===== src/rtl/viterbi_obs_framer.sv =====
// Ping-pong frame buffer feeding viterbi_top: one bank fills from a valid/ready stream
// while the other is replayed to the decoder as a start pulse plus one symbol per cycle.
module viterbi_obs_framer #(
    parameter int unsigned N  = 8,
    parameter int unsigned K  = 3,
    parameter int unsigned SW = $clog2(K),
    parameter int unsigned LW = $clog2(N)
) (
    input  logic          clk,
    input  logic          rst,
    input  logic [SW-1:0] s_obs,
    input  logic          s_valid,
    input  logic          s_last,
    output logic          s_ready,
    output logic          dec_start,
    output logic [LW-1:0] dec_length,
    output logic [SW-1:0] dec_obs,
    output logic          dec_obs_valid,
    input  logic          dec_done,
    output logic          busy,
    output logic          frame_trunc
);

    localparam int unsigned Depth = N - 1;

    typedef enum logic [1:0] {
        StIdle,
        StPlay,
        StWaitDone
    } state_e;

    // Bank storage and per-bank bookkeeping
    logic [SW-1:0] r_mem [2][Depth];
    logic [1:0]    r_full;
    logic [LW-1:0] r_len [2];

    // Fill side
    logic          r_wr_bank;
    logic [LW-1:0] r_wr_cnt;
    logic          r_frame_trunc;

    // Player side
    state_e        r_state;
    logic          r_rd_bank;
    logic [LW-1:0] r_rd_cnt;
    logic          r_dec_start;
    logic [LW-1:0] r_dec_length;
    logic [SW-1:0] r_dec_obs;
    logic          r_dec_obs_valid;
    logic          r_busy;

    logic          w_wr_fire;
    logic          w_wr_close;
    logic [LW-1:0] w_wr_cnt_d;
    logic [1:0]    w_full_d;
    logic          w_release;
    logic          w_play_last;
    state_e        w_state_next;
    logic          w_start_d;
    logic          w_obs_valid_d;
    logic [SW-1:0] w_obs_d;
    logic [LW-1:0] w_length_d;
    logic [LW-1:0] w_rd_cnt_d;
    logic          w_busy_d;

    // Ready depends only on registered state so it never loops back through s_valid.
    assign s_ready    = !r_full[r_wr_bank];
    assign w_wr_fire  = s_valid && s_ready;
    assign w_wr_close = w_wr_fire && (s_last || (r_wr_cnt == LW'(N - 2)));

    always_comb begin
        w_wr_cnt_d = r_wr_cnt;
        if (w_wr_close) begin
            w_wr_cnt_d = '0;
        end else if (w_wr_fire) begin
            w_wr_cnt_d = r_wr_cnt + LW'(1);
        end
    end

    // Close and release always target different banks, so both may apply in one cycle.
    always_comb begin
        w_full_d = r_full;
        if (w_wr_close) begin
            w_full_d[r_wr_bank] = 1'b1;
        end
        if (w_release) begin
            w_full_d[r_rd_bank] = 1'b0;
        end
    end

    always_ff @(posedge clk) begin
        if (w_wr_fire) begin
            r_mem[r_wr_bank][r_wr_cnt] <= s_obs;
        end
    end

    always_ff @(posedge clk or posedge rst) begin
        if (rst) begin
            r_full        <= '0;
            r_len[0]      <= '0;
            r_len[1]      <= '0;
            r_wr_bank     <= 1'b0;
            r_wr_cnt      <= '0;
            r_frame_trunc <= 1'b0;
        end else begin
            r_full        <= w_full_d;
            r_wr_cnt      <= w_wr_cnt_d;
            r_frame_trunc <= w_wr_close && !s_last;
            if (w_wr_close) begin
                r_len[r_wr_bank] <= r_wr_cnt + LW'(1);
                r_wr_bank        <= !r_wr_bank;
            end
        end
    end

    assign w_play_last = (r_rd_cnt == (r_dec_length - LW'(1)));

    // Player: state register
    always_ff @(posedge clk or posedge rst) begin
        if (rst) begin
            r_state         <= StIdle;
            r_rd_bank       <= 1'b0;
            r_rd_cnt        <= '0;
            r_dec_start     <= 1'b0;
            r_dec_length    <= '0;
            r_dec_obs       <= '0;
            r_dec_obs_valid <= 1'b0;
            r_busy          <= 1'b0;
        end else begin
            r_state         <= w_state_next;
            r_rd_bank       <= r_rd_bank ^ w_release;
            r_rd_cnt        <= w_rd_cnt_d;
            r_dec_start     <= w_start_d;
            r_dec_length    <= w_length_d;
            r_dec_obs       <= w_obs_d;
            r_dec_obs_valid <= w_obs_valid_d;
            r_busy          <= w_busy_d;
        end
    end

    // Player: next state
    always_comb begin
        w_state_next = r_state;
        unique case (r_state)
            StIdle: begin
                if (r_full[r_rd_bank]) begin
                    w_state_next = StPlay;
                end
            end
            StPlay: begin
                if (w_play_last) begin
                    w_state_next = StWaitDone;
                end
            end
            StWaitDone: begin
                if (dec_done) begin
                    w_state_next = StIdle;
                end
            end
            default: w_state_next = StIdle;
        endcase
    end

    // Player: outputs, registered one cycle ahead of the decoder
    always_comb begin
        w_start_d     = 1'b0;
        w_obs_valid_d = 1'b0;
        w_obs_d       = r_dec_obs;
        w_length_d    = r_dec_length;
        w_rd_cnt_d    = r_rd_cnt;
        w_release     = 1'b0;
        unique case (r_state)
            StIdle: begin
                if (r_full[r_rd_bank]) begin
                    w_start_d     = 1'b1;
                    w_obs_valid_d = 1'b1;
                    w_obs_d       = r_mem[r_rd_bank][0];
                    w_length_d    = r_len[r_rd_bank];
                    w_rd_cnt_d    = '0;
                end
            end
            StPlay: begin
                if (!w_play_last) begin
                    w_rd_cnt_d    = r_rd_cnt + LW'(1);
                    w_obs_valid_d = 1'b1;
                    w_obs_d       = r_mem[r_rd_bank][w_rd_cnt_d];
                end
            end
            StWaitDone: begin
                w_release = dec_done;
            end
            default: begin
                w_release = 1'b0;
            end
        endcase
    end

    assign w_busy_d = (|w_full_d) || (w_wr_cnt_d != '0) || (w_state_next != StIdle);

    assign dec_start     = r_dec_start;
    assign dec_length    = r_dec_length;
    assign dec_obs       = r_dec_obs;
    assign dec_obs_valid = r_dec_obs_valid;
    assign busy          = r_busy;
    assign frame_trunc   = r_frame_trunc;

endmodule

===== config.mk =====
export PLATFORM = sky130hd
export DESIGN_NAME = viterbi_obs_framer
export DESIGN_NICKNAME = d
export VERILOG_FILES = /design/src/rtl/viterbi_obs_framer.sv
export SDC_FILE = /design/constraint.sdc
export NUM_CORES = 1
export LEC_CHECK = 0
export BUFFER_PORTS_ARGS = -buffer_cell sky130_fd_sc_hd__buf_2
export CORE_MARGIN = 2
export CORE_UTILIZATION = 60
export CTS_CLUSTER_SIZE = 16
export DETAILED_ROUTE_END_ITERATION = 8
export GPL_TIMING_DRIVEN = 0
export PLACE_DENSITY = 0.85
export SLEW_MARGIN = 20
export SYNTH_ARGS = -nofsm -noshare
export SYNTH_HDL_FRONTEND = slang
export SYNTH_SLANG_ARGS = --single-unit

===== constraint.sdc =====
create_clock -name clk -period 5.3 [get_ports clk]
set_clock_uncertainty 0.1 [all_clocks]
set_input_delay 0 -clock clk [delete_from_list [all_inputs] [get_ports clk]]
set_output_delay 0 -clock clk [all_outputs]
set_load 0.02 [all_outputs]

Word-level counts from Yosys, hierarchy flattened
Memories as Yosys holds them, arrays and structs flattened. Index checks and enable logic that the tools add are counted.

Reductions and logical operators: 20. Muxes and demuxes: 40. Order comparisons: 10. Equality and inequality tests: 6. Add/subtract/negate cells: 3. Bitwise gates (word level): 8.

Operators by type and width (number): $mux W3 (8); $mux W2 (10); $mux W14 (1); $mux W1 (11); $ge A4 B4 Y1 const B (2); $not A3 Y4 (2); $logic_and A1 B1 Y1 (7); $add A3 B1 Y3 const B (2); $bmux W2 S3 (1); $bwmux W6 (1); $demux W2 S3 (1); $pmux W2 S3 (1); $pmux W3 S2 (1); $ge A2 B2 Y1 const B (2); $lt A1 B2 Y1 const B (2); $lt A4 B1 Y1 const B (1); $ne A2 B2 Y1 const B (2); $not A1 Y2 (2); $pmux W2 S2 (1); $reduce_bool A2 Y1 (2); $demux W3 S1 (1); $eq A3 B3 Y1 (1); $eq A3 B3 Y1 const B (1); $logic_not A1 Y1 (3); 17 further kinds (21).

Memory bits (writable): 28. Flip-flop bits (word level): 27. Input bits: 7. Logic and storage cells: 102. Output and inout bits: 10. Memories: 1.

Memories: r_mem (depth 2, bits a word 14, rd ports 1, clocked after Yosys merged registers in 0, write ports 1, RTL line 33) `logic [SW-1:0] r_mem [2][Depth];`.

Logic depth before layout (Yosys ltp)
Gate-level depths: netlist (run 1).

Depth after elaboration: 11. Gate-level depth with buffers: 9. Gate-level depth less buffers: 8.

Worst setup path before layout (run 1)
OpenSTA, ideal clock, no wires.

Kind: flip-flop to flip-flop. From: reg r_wr_bank. To: mem r_mem[0][10] in the netlist's numbering (enable). Stages on the path, launching flop included: 5. Setup slack: 3195 ps. Arrival: 1677 ps. Data required time: 4871 ps. Cells stage by stage: dfrtp_1 > mux2i_2 > nand2_2 > or3_1 > nor3_1.

Cells in the longest elaborated chain, start to end: 6.

Ends and longest elaborated chain: start, declared (RTL line 38) `logic r_wr_bank;`; start signal, assigned (RTL line 111) `r_wr_bank <= !r_wr_bank;`; $mux W1 (not written as such) (2 in series) (RTL line 67) `assign s_ready = !r_full[r_wr_bank];`; $logic_not A1 Y1 (RTL line 67); named net s_ready (RTL line 14) `output logic s_ready,`; $logic_and A1 B1 Y1 (RTL line 68) `assign w_wr_fire = s_valid && s_ready;`; $mux W1 (RTL line 92) `if (w_wr_fire) begin`; $mux W14 (not written as such) (RTL line 93) `r_mem[r_wr_bank][r_wr_cnt] <= s_obs;`; end, declared (RTL line 33).

The timed path passes the listed nets, and every way through them passes these cells. The select of a mux whose other input is x is not followed.

Worst setup path after layout (run 1)
From: reg r_wr_bank. To: mem r_mem[0][12] in the netlist's numbering (enable).

Cells in the longest elaborated chain, start to end: 6.

Ends and longest elaborated chain (RTL line): $mux W1 (not written as such) (2 in series) (67); $logic_not A1 Y1 (67); $logic_and A1 B1 Y1 (68); $mux W1 (92); $mux W14 (not written as such) (93).

Several ways; a longest one is shown, not always the timed one. The select of a mux whose other input is x is not followed.

==> results.toml, run 1 <==
[global_route]
grt_max_degree = 28
grt_overflow_total = 0
grt_pass1_wl_mm = 7.58
antenna_found_initial = 0
track_usage_pct = 20.4
first_global_vias = 1614

[pwr]
switching_power_mw = 0.618
p_leak_nw = 1.17
ir_worst_vdd_mv = 0.323
internal-power_mw = 0.997
power_frac_seq_pct = 37.6
powerDensity_nw_per_um2 = 560
combPwrFrac_pct = 46.2
sw_frac_of_total_pct = 38.3
pwr-share-clk_pct = 16.2

[yosys]
synth_edf_count = 28
synthTopCellsByArea = "edfxtp_1 33%, dfrtp_1 26%, mux2i_1 5.1%"
yosysSeqAreaShare_pct = 59.2
syn_avg_cell_area_sq_um = 12.9
yosys_most_used_dff = "edfxtp_1"
mappedNetlistArea_sq_um = 2560
synthesis.instances = 199
synth_top_family_by_area = "multiplexers"
synth_xor_area_share_pct = 2.25
yosys.area_share.simple_pct = 12.2
yosysTopAreaCell = "edfxtp_1"
synth-compound-area-share_pct = 7.72
yosysMostFrequentCell = "edfxtp_1"
synth_top_cell_area_share_pct = 32.8
synth-adder-area-share_pct = 1.96
ys_top_cells_by_count = "28 x edfxtp_1, 27 x dfrtp_1, 17 x nor2_1"
syn_nets = 210
yosys_warnings = 0
synthMuxAreaShare_pct = 12.5
synth_seq_cells = 55
ys_async_sr_fraction_pct = 49.1
ys_types = 46

[finish]
layout-drive-gt1-share_pct = 21.3
nets = 240
register_area_sq_um = 1520
nFillCells = 278
syn_to_final_growth_pct = 12.7
design_area_sq_um = 2880
final-instance-count-excl-fill = 280
antenna_cells = 0
multi_input_area_sq_um = 937

[status]
status = "finished clean"

[setup_path]
r2r-start = "r_wr_bank"
cp-end-kind = "flip-flop"
crit_path_cell_trace = "mux2i_2, nand2_2, or3_1, nor3_1"
critPathKind = "reg -> reg"
cp_data_required_time_ns = 5.19
critPathMaxFanout = 9
crit_path_end = "r_mem[0][12]"
cp.arrival_ns = 2.06
crit_path_max_incr_delay_ns = 0.45
r2r_end = "r_mem[0][12]"
crit_path_top_delay_cell = "dfrtp_1"
rr_worst_depth = 4
start_kind = "flip-flop"
crit_start = "r_wr_bank"
r2r_slack_ns = 3.12

[timing]
fin_crit_ns = 2.18
finalSetupViolCount = 0
timing.hold.ws_ns = 0.181
rsz0062_at_grt = "no"
fmax_ghz = 0.460
tns_ns = 0
hold_viol = 0
maxSlewViolCount = 0
slew_headroom_pct = 63.1
tightest_slew_ns = 0.553
period_share_pct = 41.0

[placement]
io_buffers = 16
placed_cells = 265
dpl.hpwl_mm = 3.25
placedInstanceArea_sq_um = 2700
gp_congestion = 0.897

[detailed_routing]
ant_nets = 0
first_pass_iters = 4
wl_mm = 4.65
avgViaCountPerCell = 5.77
vias = 1616
wire_per_inst_um = 16.6
first_iter_violations = 115
drcViolationCount = 0

[hold_path]
hold_class = "in -> async"

[clocking]
cts_max_level = 2
clockBufferDepth = 2
ctsResizeCount = 0
clkSinkCount = 55
root_buffer = "clkbuf_8"
clk_latency_ns = 0.31
cts_tree = "built"
cts_made_buffers = 5
clkTransAtPathRegs_ns = 0.10

[die]
die-width_um = 69.3
rows = 23
design.die.area_sq_um = 4810
ioPinCount = 17
start_util_pct = 63.1
core_area_sq_um = 4060
die_h_um = 69.3

[job]
drv_cap = 0
-- worst min path at each step --
| stage | to | depth (start not counted) |
|---|---|---|
| 6_report | r_rd_cnt[2] | 3 |
| 5_1_grt | r_full[0] | 3 |
| 4_1_cts | r_state[1] | 3 |
| 3_5_place_dp | frame_trunc | 2 |
| 3_3_place_gp | frame_trunc | 2 |
| 2_1_floorplan | busy | 1 |
-- worst max-delay path, delay by kind of cell (launching register included) --
family	cells	cell delay (ns)
DFF	1	0.45
and+or+nand+nor	3	0.93
muxes	1	0.37
-- placed cells by master, fill, tap and decap left out, drive strengths merged, types with 2 or more instances in the layout --
master	n
edfxtp	28
dfrtp	27
buf	23
nor2	17
nand2	16
mux2i	14
o21ai	14
inv	13
dlygate4sd3	7
clkbuf	7
nor3	6
a21oi	5
nand3	5
mux4	5
mux2	5
nand2b	4
a31oi	4
ha	4
or3	3
nor2b	3
o22ai	3
xor2	2
xnor2	2
nand3b	2
o31ai	2
-- routing by layer --
metal	vias up	track usage [%]	routed length [um]
li1	781	-	-
met1	777	27.3	2120
met2	49	33.9	2270
met3	9	4.36	180
met4	0	6.10	80
met5	-	0	0
-- kinds of logic (layout without fill, tap and decap cells) --
kind of cell | count (synthesis) | in the layout
AO/OA/AOI/OAI | 31 | 31
flip-flops | 55 | 55
buffers and inverters | 20 | 51
AND/OR/NAND/NOR | 60 | 60
XOR/XNOR | 5 | 5
adder cells (fa/ha/maj) | 4 | 4
multiplexers | 24 | 24
-- cell type report --
class / instances / area share (%)
flip-flops and latches: 55 / 52.6
multi-input cells: 124 / 32.5
repair buffers: 23 / 5.21
clock buffers: 6 / 3.25
well taps: 50 / 2.17
plain buffers: 8 / 1.95
inverters: 12 / 1.74
clock inverters: 2 / 0.607
-- power groups by stage --
stage               registers [mW]  clock network, mW  logic, mW
CTS                          0.608              0.262      0.748
floorplan                    0.631                  0      0.559
detailed placement           0.617                  0      0.741
global placement             0.613                  0      0.715
global route                 0.619              0.277      0.823
finish                       0.608              0.262      0.745
-- state kept, by name, summed over array words and instances, names as in the netlist --
name,flops
r_rd_cnt,3
dec_start,1
r_wr_cnt,3
dec_obs,2
r_rd_bank,1
dec_length,3
r_wr_bank,1
r_full,2
dec_obs_valid,1
frame_trunc,1
r_len,6
r_mem,28
r_state,2
busy,1
-- through the flow --
stage / power (mW) / setup WS [ns] / utilization, %
2_1_floorplan: 1.19 / 3.19 / -
3_3_place_gp: 1.33 / 3.20 / 66.6
3_5_place_dp: 1.36 / 3.16 / 66.6
4_1_cts: 1.62 / 3.13 / 71.1
5_1_grt: 1.72 / 2.99 / 71.1
6_report: 1.62 / 3.12 / 71.1
-- what timing repair did --
item,in CTS,in global routing
hold endpoints to repair,62,0
buffers inserted,0,0
hold buffers,7,0
Power figures use the tool's default switching activity.
==> inputs of run 2 (changes only) <==
- ABC_AREA: not set -> 1
- CORE_UTILIZATION: 60 -> 54
- PLACE_DENSITY: 0.85 -> 0.81
- clock period: 5.3 -> 1.97 ns (I/O delays scaled with it)
==> run 2 against run 1 <==
  * Design area up 4.2%
  * Combinational power rose to 2.8 times the previous value
  * Worst setup slack worse by 3.0 ns
  * Sequential power rose to 2.7 times the previous value
  * First-iteration DRC count up 23%
  * Highest routed layer unchanged
==> results.toml, run 2 <==
[global_route]
first_global_vias = 1876
grt_pass1_wl_mm = 8.34
grt_overflow_total = 0
antenna_found_initial = 0
track_usage_pct = 20.4
grt_max_degree = 28

[die]
ioPinCount = 17
start_util_pct = 56.2
die_h_um = 74.1
die-width_um = 74.1
rows = 25
core_area_sq_um = 4720
design.die.area_sq_um = 5500

[pwr]
switching_power_mw = 1.96
design_power_total_mw = 4.51
ir_worst_vdd_mv = 0.729
powerDensity_nw_per_um2 = 1500
combPwrFrac_pct = 46.9
p_leak_nw = 1.44
power_frac_seq_pct = 37.1
sw_frac_of_total_pct = 43.5
pwr-share-clk_pct = 16.1
internal-power_mw = 2.55

[yosys]
synth-compound-area-share_pct = 3.16
syn_nets = 301
synth-adder-area-share_pct = 1.88
yosys.area_share.simple_pct = 27.7
ys_top_cells_by_count = "82 x nand2_1, 42 x inv_1, 28 x edfxtp_1"
yosys_most_used_dff = "edfxtp_1"
yosysSeqAreaShare_pct = 57.1
ys_types = 30
yosysTopAreaCell = "edfxtp_1"
syn_avg_cell_area_sq_um = 9.16
synthMuxAreaShare_pct = 0.424
yosysMostFrequentCell = "nand2_1"
yosys_warnings = 0
synth_edf_count = 28
synthesis.instances = 290
synth_seq_cells = 55
synthTopCellsByArea = "edfxtp_1 32%, dfrtp_1 25%, nand2_1 12%"
synth_xor_area_share_pct = 1.65
synth_top_cell_area_share_pct = 31.7
synth_top_family_by_area = "simple AND/OR/NAND/NOR gates"
mappedNetlistArea_sq_um = 2660
ys_async_sr_fraction_pct = 49.1

[clocking]
clkTransAtPathRegs_ns = 0.10
cts_made_buffers = 5
cts_tree = "built"
cts_max_level = 2
clockBufferDepth = 2
clk_latency_ns = 0.31
root_buffer = "clkbuf_8"
clkSinkCount = 55

[setup_path]
cp_data_required_time_ns = 1.85
cp-end-kind = "flip-flop"
cp.arrival_ns = 1.72
crit_path_max_incr_delay_ns = 0.41
critPathKind = "reg -> reg"
rr_worst_depth = 7
critPathMaxFanout = 9
crit_path_top_delay_cell = "dfrtp_1"
start_kind = "flip-flop"
crit_path_cell_trace = "inv_2, nand2_4, nand2_8, nand2_8, nor2_1, inv_1, nor3_1"
cpMostUsedCell = "nand2_8"

[finish]
reg_top3 = "r_mem (28), r_len (6)"
syn_to_final_growth_pct = 13.1
antenna_cells = 0
nets = 330
register_area_sq_um = 1520
mostFrequentLayoutCell = "nand2_1"
nFillCells = 375
fin_util_pct = 63.6
largest_reg_flops = 28
top_register = "r_mem"
multi_input_area_sq_um = 932
final_cell_mix = "81 x nand2_1, 41 x inv_1, 28 x edfxtp_1, 27 x dfrtp_1, 25 x nand3_1"
layout-drive-gt1-share_pct = 15.9

[placement]
gp_congestion = 0.826
dpl.hpwl_mm = 3.64
io_buffers = 16

[detailed_routing]
drcViolationCount = 0
vias = 1954
wire_per_inst_um = 13.1
avgViaCountPerCell = 5.05
first_pass_iters = 4
ant_nets = 0
first_iter_violations = 142
wl_mm = 5.08

[timing]
tightest_slew_ns = 0.564
hold_viol = 0
maxSlewViolCount = 0
finalSetupViolCount = 0
rsz0062_at_grt = "no"
fin_crit_ns = 1.84
slew_headroom_pct = 62.4
tns_ns = 0
fmax_ghz = 0.544
period_share_pct = 93.3

[job]
drv_cap = 0

[hold_path]
hold_class = "in -> async"

[status]
status = "finished clean"
[run 2: changes by cell type after synthesis, moves of 4 or more]
cell / change
mux4_2: -4
nand2b_1: -4
inv_2: +5
nor2_1: +4
inv_1: +32
nand3_1: +21
nor3_1: +7
nand2_1: +67
o21ai_1: -8
mux2i_1: -13
o21ai_0: +5
[run 2: worst paths after layout]
check | from | endpoint | slack, ns
max | r_wr_bank | r_mem[1][5] | 0.13
min | rst | busy | 0.19
max reg2reg | r_wr_bank | r_mem[1][5] | 0.13
min reg2reg | dec_obs[0] | dec_obs[0] | 0.39
max in group asynchronous | rst | dec_obs[1] | 1.21
min in group clk | s_last | frame_trunc | 0.27
[run 2: area by class of cell]
type	count	area share, %
sequential	55	50.5
multi-input combinational	182	31.0
inverter	48	6.16
timing repair buffer	23	4.91
clock buffer	7	3.58
tap	67	2.79
buffer	4	0.875
clock inverter	1	0.167
[run 2: critical path: cells and delay by family, from the launching register on]
kind,cells,cell delay (ns)
simple gates,5,0.67
buf+inv,2,0.32
flops,1,0.41
[run 2: stage by stage]
stage | area [sq um] | std cells | worst slack [ns] | hold WS (ns)
4_1_cts | 2990 | 387 | 0.0145 | 0.275
3_3_place_gp | 2820 | 373 | 0.0688 | 0.0722
2_1_floorplan | 2660 | 290 | 0.254 | -0.0473
5_1_grt | 3000 | 387 | 0.00466 | 0.259
3_5_place_dp | 2820 | 373 | 0.0379 | 0.0776
6_report | 3000 | 387 | 0.132 | 0.185
[run 2: per-layer routing]
metal	part of all wire (%)	global-route usage, %	routed length, um
met5	0	0	0
met2	50	33.1	2540
met1	44	26.0	2210
met4	2.4	10.7	122
met3	4.0	4.20	204
[run 2: repair_timing]
action | 4_1_cts | 5_1_grt
endpoints found under the setup margin | 0 | 5
buffers inserted | 0 | 1
gates resized for setup | 0 | 2
hold buffers | 6 | 0
hold endpoints to repair | 59 | 0
[run 2: cell families after synthesis]
kind of cell	Yosys count
compound gates	16
xor+xnor	5
buf+inv	53
mux	1
flops	55
simple gates	156
fa+ha+maj	4
[run 2: power by group through the flow]
stage               sequential, mW  clock, mW  combinational (mW)
finish                        1.67      0.725                2.12
global route                  1.70      0.771                2.40
CTS                           1.68      0.724                2.07
detailed placement            1.70          0                2.05
global placement              1.69          0                1.98
floorplan                     1.74          0                1.49
